--- src/rtl/can_pkg.sv ---
// CAN shared definitions: field lengths, CRC-15 polynomial and the
// transmitter state enum. CAN_TX_EXT_ID_EN adds the extended-ID states.
package can_pkg;

    localparam int CAN_BASE_ID_LEN = 11;
    localparam int CAN_EXT_ID_LEN  = 18;
    localparam int CAN_DLC_LEN     = 4;
    localparam int CAN_CRC_LEN     = 15;
    localparam int CAN_EOF_LEN     = 7;

    localparam logic [14:0] CAN_CRC_POLY = 15'h4599;

    typedef enum logic [4:0] {
        TX_IDLE,
        TX_SOF_WAIT,
        TX_SOF,
        TX_BASE_ID,
        TX_SRR_RTR,
        TX_IDE,
`ifdef CAN_TX_EXT_ID_EN
        TX_EXT_ID,
        TX_RTR,
        TX_R1,
`endif
        TX_R0,
        TX_DLC,
        TX_DATA,
        TX_CRC,
        TX_CRC_DEL,
        TX_ACK,
        TX_ACK_DEL,
        TX_EOF,
        TX_IFS
    } can_tx_state_e;

endpackage

--- src/rtl/can_frame_tx_if.sv ---
// Frame request / status bundle of the CAN transmitter.
// master: requester (start, ident, ide, rtr, dlc, data); slave: transmitter.
interface can_frame_tx_if;

    logic        start;
    logic [28:0] ident;
    logic        ide;
    logic        rtr;
    logic [3:0]  dlc;
    logic [63:0] data;
    logic        busy;
    logic        done;
    logic        arb_lost;
    logic        bit_err;
    logic        ack_err;

    modport master (
        output start, ident, ide, rtr, dlc, data,
        input  busy, done, arb_lost, bit_err, ack_err
    );

    modport slave (
        input  start, ident, ide, rtr, dlc, data,
        output busy, done, arb_lost, bit_err, ack_err
    );

endinterface

--- src/rtl/can_crc15.sv ---
// Serial CAN CRC-15 register, MSB-first, initial value 0.
// Ports: clk, rst, clear (sync zero), shift/din (one bit in), crc[14:0].
module can_crc15
    import can_pkg::*;
(
    input  logic        clk,
    input  logic        rst,
    input  logic        clear,
    input  logic        shift,
    input  logic        din,
    output logic [14:0] crc
);

    always_ff @(posedge clk or posedge rst) begin
        if (rst) begin
            crc <= '0;
        end else if (clear) begin
            crc <= '0;
        end else if (shift) begin
            crc <= {crc[13:0], 1'b0} ^
                   ((din ^ crc[14]) ? CAN_CRC_POLY : 15'd0);
        end
    end

endmodule

--- src/rtl/can_frame_tx.sv ---
// CAN 2.0 frame transmitter: stuffing, CRC-15, arbitration/ACK/bit monitor.
// Ports: clk, rst, en (bit strobe), rx, tx, bus (request/status). Macro CAN_TX_EXT_ID_EN.
module can_frame_tx
    import can_pkg::*;
#(
    parameter int STUFF_LEN = 5,
    parameter int IFS_BITS  = 3
) (
    input  logic          clk,
    input  logic          rst,
    input  logic          en,
    input  logic          rx,
    output logic          tx,
    can_frame_tx_if.slave bus
);

    localparam int RUN_W = $clog2(STUFF_LEN + 1);
`ifdef CAN_TX_EXT_ID_EN
    localparam int ID_W = CAN_BASE_ID_LEN + CAN_EXT_ID_LEN;
`else
    localparam int ID_W = CAN_BASE_ID_LEN;
`endif
    localparam int IDX_W = $clog2(ID_W);

    can_tx_state_e    state, nxt_state;
    logic [6:0]       cnt, nxt_cnt, c1;
    logic [RUN_W-1:0] run;
    logic             stuff_q, armed;
    logic             nxt_bit, last;
    logic [ID_W-1:0]  id_q;
    logic             rtr_q;
    logic [3:0]       dlc_q, nbytes;
    logic [63:0]      data_q;
    logic [14:0]      crc;
    logic             crc_shift;
    logic             in_stuff, need_stuff;
    logic             arb_field, monitored;
    logic             arb_hit, ack_hit, bit_hit, abort;
`ifdef CAN_TX_EXT_ID_EN
    logic             ext_q;
`else
    localparam logic  ext_q = 1'b0;
`endif

    assign c1 = cnt + 7'd1;

    // Next field bit, as if no stuff bit were pending.
    always_comb begin
        nxt_state = state;
        nxt_cnt   = c1;
        nxt_bit   = 1'b1;
        last      = 1'b0;
        unique case (state)
            TX_SOF_WAIT: begin
                nxt_state = TX_SOF;
                nxt_cnt   = '0;
                nxt_bit   = 1'b0;
            end
            TX_SOF: begin
                nxt_state = TX_BASE_ID;
                nxt_cnt   = '0;
                nxt_bit   = id_q[ID_W-1];
            end
            TX_BASE_ID: begin
                if (cnt == 7'(CAN_BASE_ID_LEN - 1)) begin
                    nxt_state = TX_SRR_RTR;
                    nxt_cnt   = '0;
                    // SRR is recessive in extended frames
                    nxt_bit   = ext_q | rtr_q;
                end else begin
                    nxt_bit = id_q[IDX_W'(ID_W - 1) - c1[IDX_W-1:0]];
                end
            end
            TX_SRR_RTR: begin
                nxt_state = TX_IDE;
                nxt_cnt   = '0;
                nxt_bit   = ext_q;
            end
            TX_IDE: begin
                nxt_cnt   = '0;
                nxt_state = TX_R0;
                nxt_bit   = 1'b0;
`ifdef CAN_TX_EXT_ID_EN
                if (ext_q) begin
                    nxt_state = TX_EXT_ID;
                    nxt_bit   = id_q[CAN_EXT_ID_LEN-1];
                end
            end
            TX_EXT_ID: begin
                if (cnt == 7'(CAN_EXT_ID_LEN - 1)) begin
                    nxt_state = TX_RTR;
                    nxt_cnt   = '0;
                    nxt_bit   = rtr_q;
                end else begin
                    nxt_bit = id_q[IDX_W'(CAN_EXT_ID_LEN - 1) - c1[IDX_W-1:0]];
                end
            end
            TX_RTR: begin
                nxt_state = TX_R1;
                nxt_cnt   = '0;
                nxt_bit   = 1'b0;
            end
            TX_R1: begin
                nxt_state = TX_R0;
                nxt_cnt   = '0;
                nxt_bit   = 1'b0;
`endif
            end
            TX_R0: begin
                nxt_state = TX_DLC;
                nxt_cnt   = '0;
                nxt_bit   = dlc_q[3];
            end
            TX_DLC: begin
                if (cnt == 7'(CAN_DLC_LEN - 1)) begin
                    nxt_cnt = '0;
                    if (nbytes != 4'd0) begin
                        nxt_state = TX_DATA;
                        nxt_bit   = data_q[63];
                    end else begin
                        nxt_state = TX_CRC;
                        nxt_bit   = crc[14];
                    end
                end else begin
                    nxt_bit = dlc_q[2'd3 - c1[1:0]];
                end
            end
            TX_DATA: begin
                if (c1 == {nbytes, 3'b000}) begin
                    nxt_state = TX_CRC;
                    nxt_cnt   = '0;
                    nxt_bit   = crc[14];
                end else begin
                    nxt_bit = data_q[~c1[5:0]];
                end
            end
            TX_CRC: begin
                if (cnt == 7'(CAN_CRC_LEN - 1)) begin
                    nxt_state = TX_CRC_DEL;
                    nxt_cnt   = '0;
                end else begin
                    nxt_bit = crc[4'd14 - c1[3:0]];
                end
            end
            TX_CRC_DEL: nxt_state = TX_ACK;
            TX_ACK:     nxt_state = TX_ACK_DEL;
            TX_ACK_DEL: begin
                nxt_state = TX_EOF;
                nxt_cnt   = '0;
            end
            TX_EOF: begin
                if (cnt == 7'(CAN_EOF_LEN - 1)) begin
                    nxt_state = TX_IFS;
                    nxt_cnt   = '0;
                end
            end
            TX_IFS: last = (cnt == 7'(IFS_BITS - 1));
            default: nxt_cnt = cnt;
        endcase
    end

    // The last CRC bit is never followed by a stuff bit.
    assign in_stuff   = state inside {[TX_SOF:TX_CRC]};
    assign need_stuff = in_stuff && (run == RUN_W'(STUFF_LEN)) &&
                        !(state == TX_CRC && cnt == 7'(CAN_CRC_LEN - 1));

`ifdef CAN_TX_EXT_ID_EN
    assign arb_field = state inside {TX_BASE_ID, TX_SRR_RTR, TX_IDE,
                                     TX_EXT_ID, TX_RTR};
`else
    assign arb_field = state inside {TX_BASE_ID, TX_SRR_RTR, TX_IDE};
`endif
    assign monitored = !(state inside {TX_IDLE, TX_SOF_WAIT, TX_ACK_DEL,
                                       TX_EOF, TX_IFS});

    assign arb_hit = en && arb_field && !stuff_q && tx && !rx;
    assign ack_hit = en && state == TX_ACK && rx;
    assign bit_hit = en && monitored && state != TX_ACK && !arb_hit &&
                     (rx != tx);
    assign abort   = arb_hit | ack_hit | bit_hit;

    // Stuff bits and everything from the CRC field on stay out of the CRC.
    assign crc_shift = en && !abort && !need_stuff && !last &&
                       (nxt_state inside {[TX_SOF:TX_DATA]});

    can_crc15 u_crc (
        .clk   (clk),
        .rst   (rst),
        .clear (state == TX_IDLE),
        .shift (crc_shift),
        .din   (nxt_bit),
        .crc   (crc)
    );

    always_ff @(posedge clk or posedge rst) begin
        if (rst) begin
            state        <= TX_IDLE;
            cnt          <= '0;
            run          <= '0;
            stuff_q      <= 1'b0;
            armed        <= 1'b0;
            tx           <= 1'b1;
            id_q         <= '0;
            rtr_q        <= 1'b0;
            dlc_q        <= '0;
            nbytes       <= '0;
            data_q       <= '0;
            bus.busy     <= 1'b0;
            bus.done     <= 1'b0;
            bus.arb_lost <= 1'b0;
            bus.bit_err  <= 1'b0;
            bus.ack_err  <= 1'b0;
`ifdef CAN_TX_EXT_ID_EN
            ext_q        <= 1'b0;
`endif
        end else begin
            // armed blocks a start coincident with reset release
            armed        <= 1'b1;
            bus.done     <= 1'b0;
            bus.arb_lost <= 1'b0;
            bus.bit_err  <= 1'b0;
            bus.ack_err  <= 1'b0;
            if (state == TX_IDLE) begin
                if (armed && bus.start) begin
                    state    <= TX_SOF_WAIT;
                    cnt      <= '0;
                    run      <= '0;
                    stuff_q  <= 1'b0;
                    bus.busy <= 1'b1;
                    rtr_q    <= bus.rtr;
                    dlc_q    <= bus.dlc;
                    data_q   <= bus.data;
                    nbytes   <= bus.rtr ? 4'd0 :
                                (bus.dlc > 4'd8 ? 4'd8 : bus.dlc);
`ifdef CAN_TX_EXT_ID_EN
                    id_q     <= bus.ident;
                    ext_q    <= bus.ide;
`else
                    id_q     <= bus.ident[28:18];
`endif
                end
            end else if (en) begin
                if (abort) begin
                    state        <= TX_IDLE;
                    tx           <= 1'b1;
                    bus.busy     <= 1'b0;
                    stuff_q      <= 1'b0;
                    bus.arb_lost <= arb_hit;
                    bus.ack_err  <= ack_hit;
                    bus.bit_err  <= bit_hit;
                end else if (need_stuff) begin
                    tx      <= ~tx;
                    run     <= RUN_W'(1);
                    stuff_q <= 1'b1;
                end else if (last) begin
                    state    <= TX_IDLE;
                    tx       <= 1'b1;
                    bus.busy <= 1'b0;
                    bus.done <= 1'b1;
                end else begin
                    state   <= nxt_state;
                    cnt     <= nxt_cnt;
                    tx      <= nxt_bit;
                    stuff_q <= 1'b0;
                    run     <= (nxt_bit == tx) ? run + RUN_W'(1)
                                               : RUN_W'(1);
                end
            end
        end
    end

endmodule

--- src/flat_wrapper.sv ---
// flat-port wrapper written by rule: the top's interface ports become plain ports
module can_frame_tx_flat import can_pkg::*;
#(
    parameter int STUFF_LEN = 5,
    parameter int IFS_BITS  = 3
)
  (clk, rst, en, rx, tx, bus_start, bus_ident, bus_ide, bus_rtr, bus_dlc, bus_data, bus_busy, bus_done, bus_arb_lost, bus_bit_err, bus_ack_err);
  can_frame_tx_if bus_i ();
  input  logic clk;
  input  logic rst;
  input  logic en;
  input  logic rx;
  output logic tx;
  input wire logic [$bits(bus_i.start)-1:0] bus_start;
  input wire logic [$bits(bus_i.ident)-1:0] bus_ident;
  input wire logic [$bits(bus_i.ide)-1:0] bus_ide;
  input wire logic [$bits(bus_i.rtr)-1:0] bus_rtr;
  input wire logic [$bits(bus_i.dlc)-1:0] bus_dlc;
  input wire logic [$bits(bus_i.data)-1:0] bus_data;
  output wire logic [$bits(bus_i.busy)-1:0] bus_busy;
  output wire logic [$bits(bus_i.done)-1:0] bus_done;
  output wire logic [$bits(bus_i.arb_lost)-1:0] bus_arb_lost;
  output wire logic [$bits(bus_i.bit_err)-1:0] bus_bit_err;
  output wire logic [$bits(bus_i.ack_err)-1:0] bus_ack_err;
  assign bus_i.start = bus_start;
  assign bus_i.ident = bus_ident;
  assign bus_i.ide = bus_ide;
  assign bus_i.rtr = bus_rtr;
  assign bus_i.dlc = bus_dlc;
  assign bus_i.data = bus_data;
  assign bus_busy = bus_i.busy;
  assign bus_done = bus_i.done;
  assign bus_arb_lost = bus_i.arb_lost;
  assign bus_bit_err = bus_i.bit_err;
  assign bus_ack_err = bus_i.ack_err;
  can_frame_tx #(.STUFF_LEN(STUFF_LEN), .IFS_BITS(IFS_BITS)) u_core (.clk(clk), .rst(rst), .en(en), .rx(rx), .tx(tx), .bus(bus_i));
endmodule
--- config.mk ---
export PLATFORM = sky130hd
export DESIGN_NAME = can_frame_tx_flat
export DESIGN_NICKNAME = d
export VERILOG_FILES = /design/src/rtl/can_pkg.sv /design/src/rtl/can_frame_tx_if.sv /design/src/rtl/can_crc15.sv /design/src/rtl/can_frame_tx.sv /design/src/flat_wrapper.sv
export SDC_FILE = /design/constraint.sdc
export NUM_CORES = 1
export LEC_CHECK = 0
export ABC_AREA = 0
export CAP_MARGIN = 5
export CORE_MARGIN = 1.5
export CORE_UTILIZATION = 40
export DETAILED_ROUTE_END_ITERATION = 7
export SLEW_MARGIN = 20
export SYNTH_ARGS = -nofsm -noshare
export SYNTH_HDL_FRONTEND = slang
export SYNTH_HIERARCHICAL = 1
export SYNTH_SLANG_ARGS = --single-unit
--- constraint.sdc ---
create_clock -name clk -period 9.4 [get_ports clk]
set_clock_uncertainty 0.15 [all_clocks]
set_input_delay 1.88 -clock clk [delete_from_list [all_inputs] [get_ports clk]]
set_output_delay 1.88 -clock clk [all_outputs]
set_load 0.005 [all_outputs]
* After elaboration in Yosys (flattened, before gate mapping)
Cells that the tools add are included.
** Word-level totals
- Flip-flop bits (word level) :: 122
- Logic and storage cells :: 196
- Output and inout port bits :: 6
- Input bits :: 104
** Operators by class
- Add/subtract/negate cells :: 5
- Bitwise logic cells :: 7
- Equality and inequality tests :: 31
- Order comparisons :: 9
- Reduce and logical (&&, ||, !) cells :: 46
- Multiplexer cells :: 81
** Operator list (count)
- 7-bit two-way mux :: 11
- 5-bit case mux with 13 select lines :: 1
- 5-bit two-way mux :: 11
- 7-bit case mux with 7 select lines :: 1
- 15-bit two-way mux :: 3
- 1-bit two-way mux :: 40
- 5-bit by 4-bit == test with 1-bit output (second input constant) :: 7
- 3-bit two-way mux :: 7
- 5-bit by 3-bit == test with 1-bit output (second input constant) :: 4
- 1-bit logical AND :: 20
- 15-bit bitwise XOR :: 1
- 7-bit by 2-bit == test with 1-bit output (second input constant) :: 2
- 7-bit by 4-bit == test with 1-bit output (second input constant) :: 2
- 5-bit by 2-bit == test with 1-bit output (second input constant) :: 2
- 5-bit by 2-bit greater-or-equal comparator with 1-bit output (second input constant) :: 2
- 5-bit by 4-bit less-or-equal comparator with 1-bit output (second input constant) :: 2
- 4-bit by 5-bit < comparator with 1-bit output (second input constant) :: 2
- 1-bit binary-select mux with 4-bit select :: 2
- 1-bit logical NOT :: 8
- 4-bit two-way mux :: 2
- 4-bit AND reduction :: 2
- 8-bit nonzero test :: 1
- 4-bit subtractor (first input constant) :: 2
- 7-bit by 1-bit adder with 7-bit output (second input constant) :: 1
- other kinds (33) :: 43

* Depth between registers and ports, before layout
Gate-level depths: netlist (run 1).
- Word-level depth :: 17
- Mapped depth :: 18
- Depth with buffers taken out :: 14

* By module
The synthesis (run 1) kept the hierarchy.
** By module, submodules not included
- can_frame_tx :: times used 1, area an instance 5997.0 µm², sequential area each 2678.8 µm², cells an instance 674
- can_crc15 :: times used 1, area an instance 737.0 µm², sequential area each 375.4 µm², cells an instance 72

* Least setup slack after synthesis (run 1)
Ideal clock, no wire load.
- Path type :: input-to-reg
- Start point :: input port rx
- End point :: register u_core.u_crc.crc[10]
- Buffers on the path :: 3
- Data required time :: 9.104 ns
- Arrival time :: 3.700 ns
- Cell stages on the path :: 10
- Library setup time :: 0.146 ns
- Path slack :: 5.404 ns
- Path through :: or4b_2 > nor3_2 > or3_1 > buf_2 > nand2b_1 > nor4_1 > buf_4 > buf_4 > nand4b_1 > o311ai_0
** On the way
- Word-level cells in the longest chain between the ends :: 12
- Elaborated cells on any way between the ends :: 15
- Classes of those cells :: eq/ne: 1; bitwise: 2; reduce/logical: 12
** RTL lines
- from (decl) :: line flat_wrapper.sv:12 : input logic rx;
- 1-bit logical NOT :: line can_frame_tx.sv:176 : assign arb_hit = en && arb_field && !stuff_q && tx && !rx;
- 1-bit logical AND :: line can_frame_tx.sv:176
- 1-bit logical NOT :: line can_frame_tx.sv:178 : assign bit_hit = en && monitored && state != TX_ACK && !arb_hit &&
- 1-bit logical AND (2 in series) :: line can_frame_tx.sv:178
- 1-bit OR * :: line can_frame_tx.sv:180 : assign abort = arb_hit | ack_hit | bit_hit;
- 1-bit logical NOT * :: line can_frame_tx.sv:183 : assign crc_shift = en && !abort && !need_stuff && !last &&
- 1-bit logical AND * (4 in series) :: line can_frame_tx.sv:183
- net u_core.crc_shift :: line can_frame_tx.sv:35 : logic crc_shift;
- 2-bit nonzero test (no source line) *
- to (signal assigned) :: line can_crc15.sv:20 : crc <= {crc[13:0], 1'b0} ^
- to (decl) :: line can_crc15.sv:11 : output logic [14:0] crc
Mark *: on every way through the listed nets, which the timed path passes. The rest lies on a longest branch.
A chain may end at the register's enable or synchronous reset.

* Worst setup path in the final report (run 1)
Ends and elaborated chain as after synthesis.

==> flow_metrics.py, run 1 <==
metrics = {
    "grt": {
        "grt_pass1_vias": 5337,
        "antenna_found_initial": 0,
        "overflow": 0,
        "groute.usage.overall_pct": 19.3,
        "grt_pass1_wl_um": 26900,
        "grt_max_degree": 89,
    },
    "floorplan": {
        "die_width_um": 133,
        "start_util_pct": 40.8,
        "die_y_um": 133,
        "dieArea_um2": 17600,
        "rows": 47,
        "ios": 110,
        "core_area_um2": 16500,
    },
    "timing": {
        "hold_ws_ns": 0.314,
        "fmax_ghz": 0.233,
        "period_needed_ns": 4.29,
        "hold_viol": 0,
        "maxSlewHeadroom_pct": 42.6,
        "worst_pin_slew_ns": 0.861,
        "slew_viol_final": 0,
        "setup_violations": 0,
        "setup_tns_ns": 0,
        "finalCritPeriodShare_pct": 45.6,
        "rsz0062_at_grt": "false",
    },
    "setup_path": {
        "slowest_delay_ns": 0.64,
        "start_kind": "primary input",
        "end_kind": "flip-flop",
        "worstPathCellList": "clkdlybuf4s50_1 > or4b_2 > nor3_2 > or3_1 > nand2b_1 > nor4_2 > buf_4 > o311ai_0",
        "cp.required_ns": 9.53,
        "crit_arrival_ns": 4.42,
        "slowest_stage": "or4b_2",
        "critPathMaxFanout": 27,
        "worst-setup-path-type": "in -> reg",
    },
    "route": {
        "wirelength_um": 16300,
        "drcViolationCount": 0,
        "drt-wirelength-per-cell_um": 15.6,
        "vias": 5465,
        "viasPerCell": 5.22,
        "drtIter0Drc": 396,
        "drt.antenna.violating_nets": 0,
        "dr.pass1.iters": 5,
    },
    "pwr": {
        "leakage_nw": 3.84,
        "p_int_w": 0.00166,
        "clkPwrFrac_pct": 25.9,
        "p_comb_share_pct": 40.0,
        "ir_worst_vdd_mv": 0.157,
        "switching_share_pct": 36.6,
        "power_density_nw_per_um2": 313,
        "p_sw_w": 0.000958,
        "p_seq_share_pct": 34.1,
    },
    "flow_run": {
        "drv_cap": 0,
    },
    "synthesis": {
        "ys_types": 73,
        "synthFlopType": "dfrtp_1",
        "synthAdderAreaFrac_pct": 0.929,
        "muxShareOfSynthArea_pct": 10.6,
        "syn_avg_cell_area_um2": 9.03,
        "async_reset_ff_share_pct": 100,
        "synth_top_family_by_area": "simple AND/OR/NAND/NOR gates",
        "yosysTopAreaCellShare_pct": 45.0,
        "syn-num-nets": 855,
        "synth-compound-area-share_pct": 7.92,
        "synth_top_area_cell": "dfrtp_1",
        "synth_enable_flop_cells": 0,
        "synthTopCellsByArea": "dfrtp_1 (45%), nand2_1 (16%), mux4_2 (7.7%)",
        "synth-seq-area-share_pct": 45.4,
        "synthTopCellsByCount": "nand2_1 (289), dfrtp_1 (121), nor2_1 (46), mux4_2 (23), o21ai_0 (20)",
        "syn-cell-area_um2": 6730,
        "synthCells": 746,
        "yosysMostFrequentCell": "nand2_1",
        "synth-xor-area-share_pct": 3.75,
        "yosys_warnings": 6,
        "synth-simple-area-share_pct": 27.0,
        "ys_seq_elements": 122,
    },
    "cts": {
        "cts_max_level": 4,
        "clock-sinks": 122,
        "root_buffer": "clkbuf_16",
        "tritoncts": "done",
        "clock_latency_ns": 0.42,
        "cts_buffer_depth": 2,
        "postCtsSetupRepairBufs": 0,
        "ctsResizeCount": 0,
        "holdBufCountCts": 0,
        "cts_buffers": 17,
        "clk_pin_slew_ns": 0.05,
    },
    "outcome": {
        "run_status": "completed",
    },
    "cells_and_area": {
        "layout.nets": 923,
        "antennaDiodeCount": 0,
        "drive_gt1_share_pct": 10.5,
        "syn2layout_area_growth_pct": 24.0,
        "finalInstanceArea_um2": 8350,
    },
    "placement": {
        "io_buffers": 90,
        "hpwl_um": 11000,
        "place_congestion": 0.841,
        "placed_area_um2": 7740,
    },
    "min_path": {
        "hold_path.class": "reg -> reg",
    },
}
## layout by cell type, fill, tap and decap left out, drive strengths merged, types with 6 or more instances in the layout
master	count
nand2	291
dfrtp	121
clkdlybuf4s50	90
nor2	47
mux4	24
clkbuf	24
o21ai	23
nand3	19
inv	16
mux2i	15
xnor2	14
a21oi	12
nor3	10
xor2	8
nand4b	7
nor2b	6
or3	6
buf	6
o31ai	6
## power by group through the flow
stage	clock network, W	logic, W	registers, W
2_1_floorplan	0	0.000831	0.000835
3_3_place_gp	0	0.00103	0.000885
3_5_place_dp	0	0.00105	0.000899
4_1_cts	0.000689	0.00105	0.000892
5_1_grt	0.000717	0.00116	0.000918
6_report	0.000678	0.00105	0.000891
## final timing paths
kind,startpoint,to,slack (ns),cells past startpoint
max in group asynchronous,rst,u_core/cnt[0],6.07,3
worst min-delay path,u_core/data_q[42],u_core/data_q[42],0.31,2
min in group asynchronous,rst,u_core/data_q[27],1.76,2
worst max register to register,u_core/cnt[0],u_core/u_crc/crc[10],5.14,14
worst max-delay path,rx,u_core/u_crc/crc[10],5.11,8
worst min register to register,u_core/data_q[42],u_core/data_q[42],0.31,2
## flip-flops by register name, summed over array words and instances (netlist names), 3 cells and up
name and flops:
u_core/id_q 11, u_core/state 5, u_core/cnt 7, u_core/u_crc/crc 15, u_core/run 3, u_core/nbytes 4, u_core/dlc_q 4, u_core/data_q 64
## layout make-up
| class | instances | area (um2) |
|---|---|---|
| fill | 1530 | 8170 |
| multi-input combinational | 561 | 3400 |
| sequential | 122 | 3060 |
| timing repair buffer | 96 | 946 |
| clock buffer | 24 | 502 |
| tap | 220 | 275 |
| clock inverter | 7 | 113 |
| inverter | 16 | 62.6 |
## worst max-delay path, delay by kind of cell
family | cells | cell delay (ns)
AND/OR/NAND/NOR | 5 | 1.49
AO/OA/AOI/OAI | 1 | 0.34
buffers and inverters | 2 | 0.70
## per-stage QoR
| stage | worst slack (ns) | std cells | power, W | util, % |
|---|---|---|---|---|
| floorplan | 4.55 | 746 | 0.00167 | - |
| global placement | 4.77 | 1015 | 0.00191 | 46.8 |
| detailed placement | 4.72 | 1015 | 0.00195 | 46.8 |
| CTS | 5.07 | 1046 | 0.00264 | 50.5 |
| global route | 4.81 | 1046 | 0.00279 | 50.5 |
| finish | 5.11 | 1046 | 0.00261 | 50.5 |
## kinds of logic after synthesis
| family | count (synthesis) |
|---|---|
| adders and majority gates | 5 |
| DFF | 122 |
| buffers and inverters | 63 |
| and+or+nand+nor | 415 |
| other | 1 |
| muxes | 41 |
| AOI/OAI and AO/OA | 77 |
| xor gates and xnor gates | 22 |
## layer usage
layer	share of wire (%)	track usage, %
met5	0	0
met2	50	31.2
met4	1.0	5.86
met1	46	26.0
met3	3.7	4.52
(Power assumes the default switching activity.)
==> inputs of run 2 (changes only) <==
PLACE_DENSITY = 0.65   (was unset)
clock period = 3.85 ns   (was 9.4 ns; I/O delays follow)
==> run 2 against run 1 <==
Net effect:
- first-iteration DRC count increased by 25%
- combinational power increased to 2.5 times the previous value
- cell count increased by 1.8%
- die area unchanged
- count of clock-buffer cells in the layout decreased by 5
- register-to-register slack got worse by 4.8 ns
- flip-flop and latch count unchanged
- critical path depth increased by 7
- sequential share of layout area decreased by 1.0 points
- sequential power increased by 140%
- largest power group unchanged
==> flow_metrics.py, run 2 (synthesis gave the netlist of run 1 again) <==
metrics = {
    "floorplan": {
        "die_width_um": 133,
        "start_util_pct": 40.8,
        "die_y_um": 133,
        "dieArea_um2": 17600,
        "core_area_um2": 16500,
        "rows": 47,
        "ios": 110,
    },
    "setup_path": {
        "critPathMaxFanout": 14,
        "crit_arrival_ns": 3.69,
        "start_kind": "flip-flop",
        "path_delay_family": "compound AO/OA/AOI/OAI gates",
        "worst-setup-path-type": "reg -> reg",
        "slowest_stage": "dfrtp_2",
        "cp.required_ns": 4.01,
        "worstPathCellList": "inv_1 > ha_1 > buf_4 > mux4_2 > nor2_1 > nor2_1 > a211oi_1 > a311oi_1 > o21ai_1 > and3_1 > o31a_4 > inv_1 > xor2_1 > a21oi_1 > a31o_2",
        "rrSetupSlack_ns": 0.32,
        "end_kind": "flip-flop",
        "critPathBufInv": 3,
        "slowest_delay_ns": 0.48,
    },
    "cts": {
        "holdBufCountCts": 0,
        "tritoncts": "done",
        "cts_buffer_depth": 2,
        "clock-sinks": 122,
        "clock_latency_ns": 0.43,
        "cts_buffers": 17,
        "root_buffer": "clkbuf_16",
        "clk_pin_slew_ns": 0.06,
        "cts_max_level": 4,
        "ctsResizeCount": 0,
        "postCtsSetupRepairBufs": 0,
    },
    "route": {
        "vias": 5477,
        "viasPerCell": 5.14,
        "met2WireLength_um": 7650,
        "drt-wirelength-per-cell_um": 15.0,
        "drcViolationCount": 0,
        "maxUsedRoutingLayer": "met4",
        "drt.antenna.violating_nets": 0,
        "wl_met3_um": 658,
        "wl_met1_um": 7370,
        "wirelength_um": 15900,
        "drtIter0Drc": 495,
        "dr.pass1.iters": 5,
    },
    "timing": {
        "hold_viol": 0,
        "setup_violations": 0,
        "worst_pin_slew_ns": 0.619,
        "fmax_ghz": 0.283,
        "maxSlewHeadroom_pct": 58.6,
        "period_needed_ns": 3.53,
        "rsz0062_at_grt": "false",
        "slew_viol_final": 0,
        "setup_tns_ns": 0,
        "finalCritPeriodShare_pct": 91.7,
    },
    "outcome": {
        "run_status": "completed",
    },
    "cells_and_area": {
        "antennaDiodeCount": 0,
        "syn2layout_area_growth_pct": 27.6,
        "multiInputGateArea_um2": 3400,
        "fill_cells": 1483,
        "final_cell_mix": "nand2_1 (289), dfrtp_1 (120), clkdlybuf4s50_1 (90), nor2_1 (46), mux4_2 (23)",
        "final_common_cell": "nand2_1",
        "drive_gt1_share_pct": 12.8,
        "largestRegisters": "u_core/data_q x64, u_core/u_crc/crc x15, u_core/id_q x11",
        "layout.nets": 941,
        "finalInstanceArea_um2": 8590,
        "seq_area_um2": 3060,
        "largest_register_ffs": 64,
        "regMostFlops": "u_core/data_q",
    },
    "placement": {
        "io_buffers": 90,
        "hpwl_um": 10900,
        "place_congestion": 0.861,
        "placed_area_um2": 7920,
    },
    "grt": {
        "groute.usage.overall_pct": 18.9,
        "antenna_found_initial": 0,
        "overflow": 0,
        "grt_pass1_vias": 5352,
        "grt_pass1_wl_um": 26300,
        "grt_max_degree": 88,
    },
    "pwr": {
        "ir_worst_vdd_mv": 0.381,
        "power_density_nw_per_um2": 770,
        "leakage_nw": 3.97,
    },
    "min_path": {
        "hold_path.class": "reg -> reg",
    },
    "flow_run": {
        "drv_cap": 0,
    },
}
[run 2: cell count changes in the layout (fill, tap and decap cells not counted)]
cell,previous run,this run
clkinv_4,0,2
clkinv_2,3,1
inv_6,0,3
buf_4,6,20
buf_12,0,4
bufinv_16,3,5
clkbuf_8,5,2
clkinvlp_4,1,2
clkbuf_1,2,0
[run 2: report_power, final]
part           total, W  switching [W]  internal [W]
Sequential      0.00216       0.000369       0.00180
Clock           0.00179       0.000602       0.00119
Combinational   0.00266        0.00141       0.00125
Total           0.00661        0.00238       0.00423
[run 2: per-layer routing]
layer / up-vias / global-route usage (%)
li1: 2687 / -
met1: 2636 / 25.4
met2: 131 / 30.2
met3: 23 / 4.60
met4: 0 / 6.11
met5: - / 0
[run 2: final cells by class]
type	instances	share of cell area, %
multi-input cells	561	39.6
flip-flops and latches	122	35.6
repair buffers	114	13.2
clock buffers	19	5.27
well taps	220	3.20
clock inverters	13	2.49
inverters	16	0.728
[run 2: worst min-delay path: stages (launching register included)]
cell and delay (ns):
dfrtp_1 0.34, nand2_1 0.05, nand2_1 0.05
[run 2: path summary, 6_finish.rpt]
kind,end,cells after the start,start
min in group asynchronous,u_core/data_q[25],2,rst
worst max register to register,u_core/u_crc/crc[14],15,u_core/cnt[0]
worst min register to register,u_core/id_q[6],2,u_core/id_q[6]
worst max-delay path,u_core/u_crc/crc[14],15,u_core/cnt[0]
max in group asynchronous,u_core/data_q[32],3,rst
worst min-delay path,u_core/id_q[6],2,u_core/id_q[6]
[run 2: stage by stage]
stage / setup WS, ns / total power, W / std cells / hold WS, ns / utilization (%)
after global placement: 0.367 / 0.00477 / 1033 / 0.303 / 47.9
final: 0.318 / 0.00661 / 1065 / 0.317 / 52.0
after global routing: 0.103 / 0.00707 / 1065 / 0.340 / 52.0
after CTS: 0.323 / 0.00666 / 1065 / 0.322 / 52.0
after floorplan: 0.114 / 0.00407 / 746 / 0.287 / -
after detailed placement: 0.323 / 0.00483 / 1033 / 0.307 / 47.9
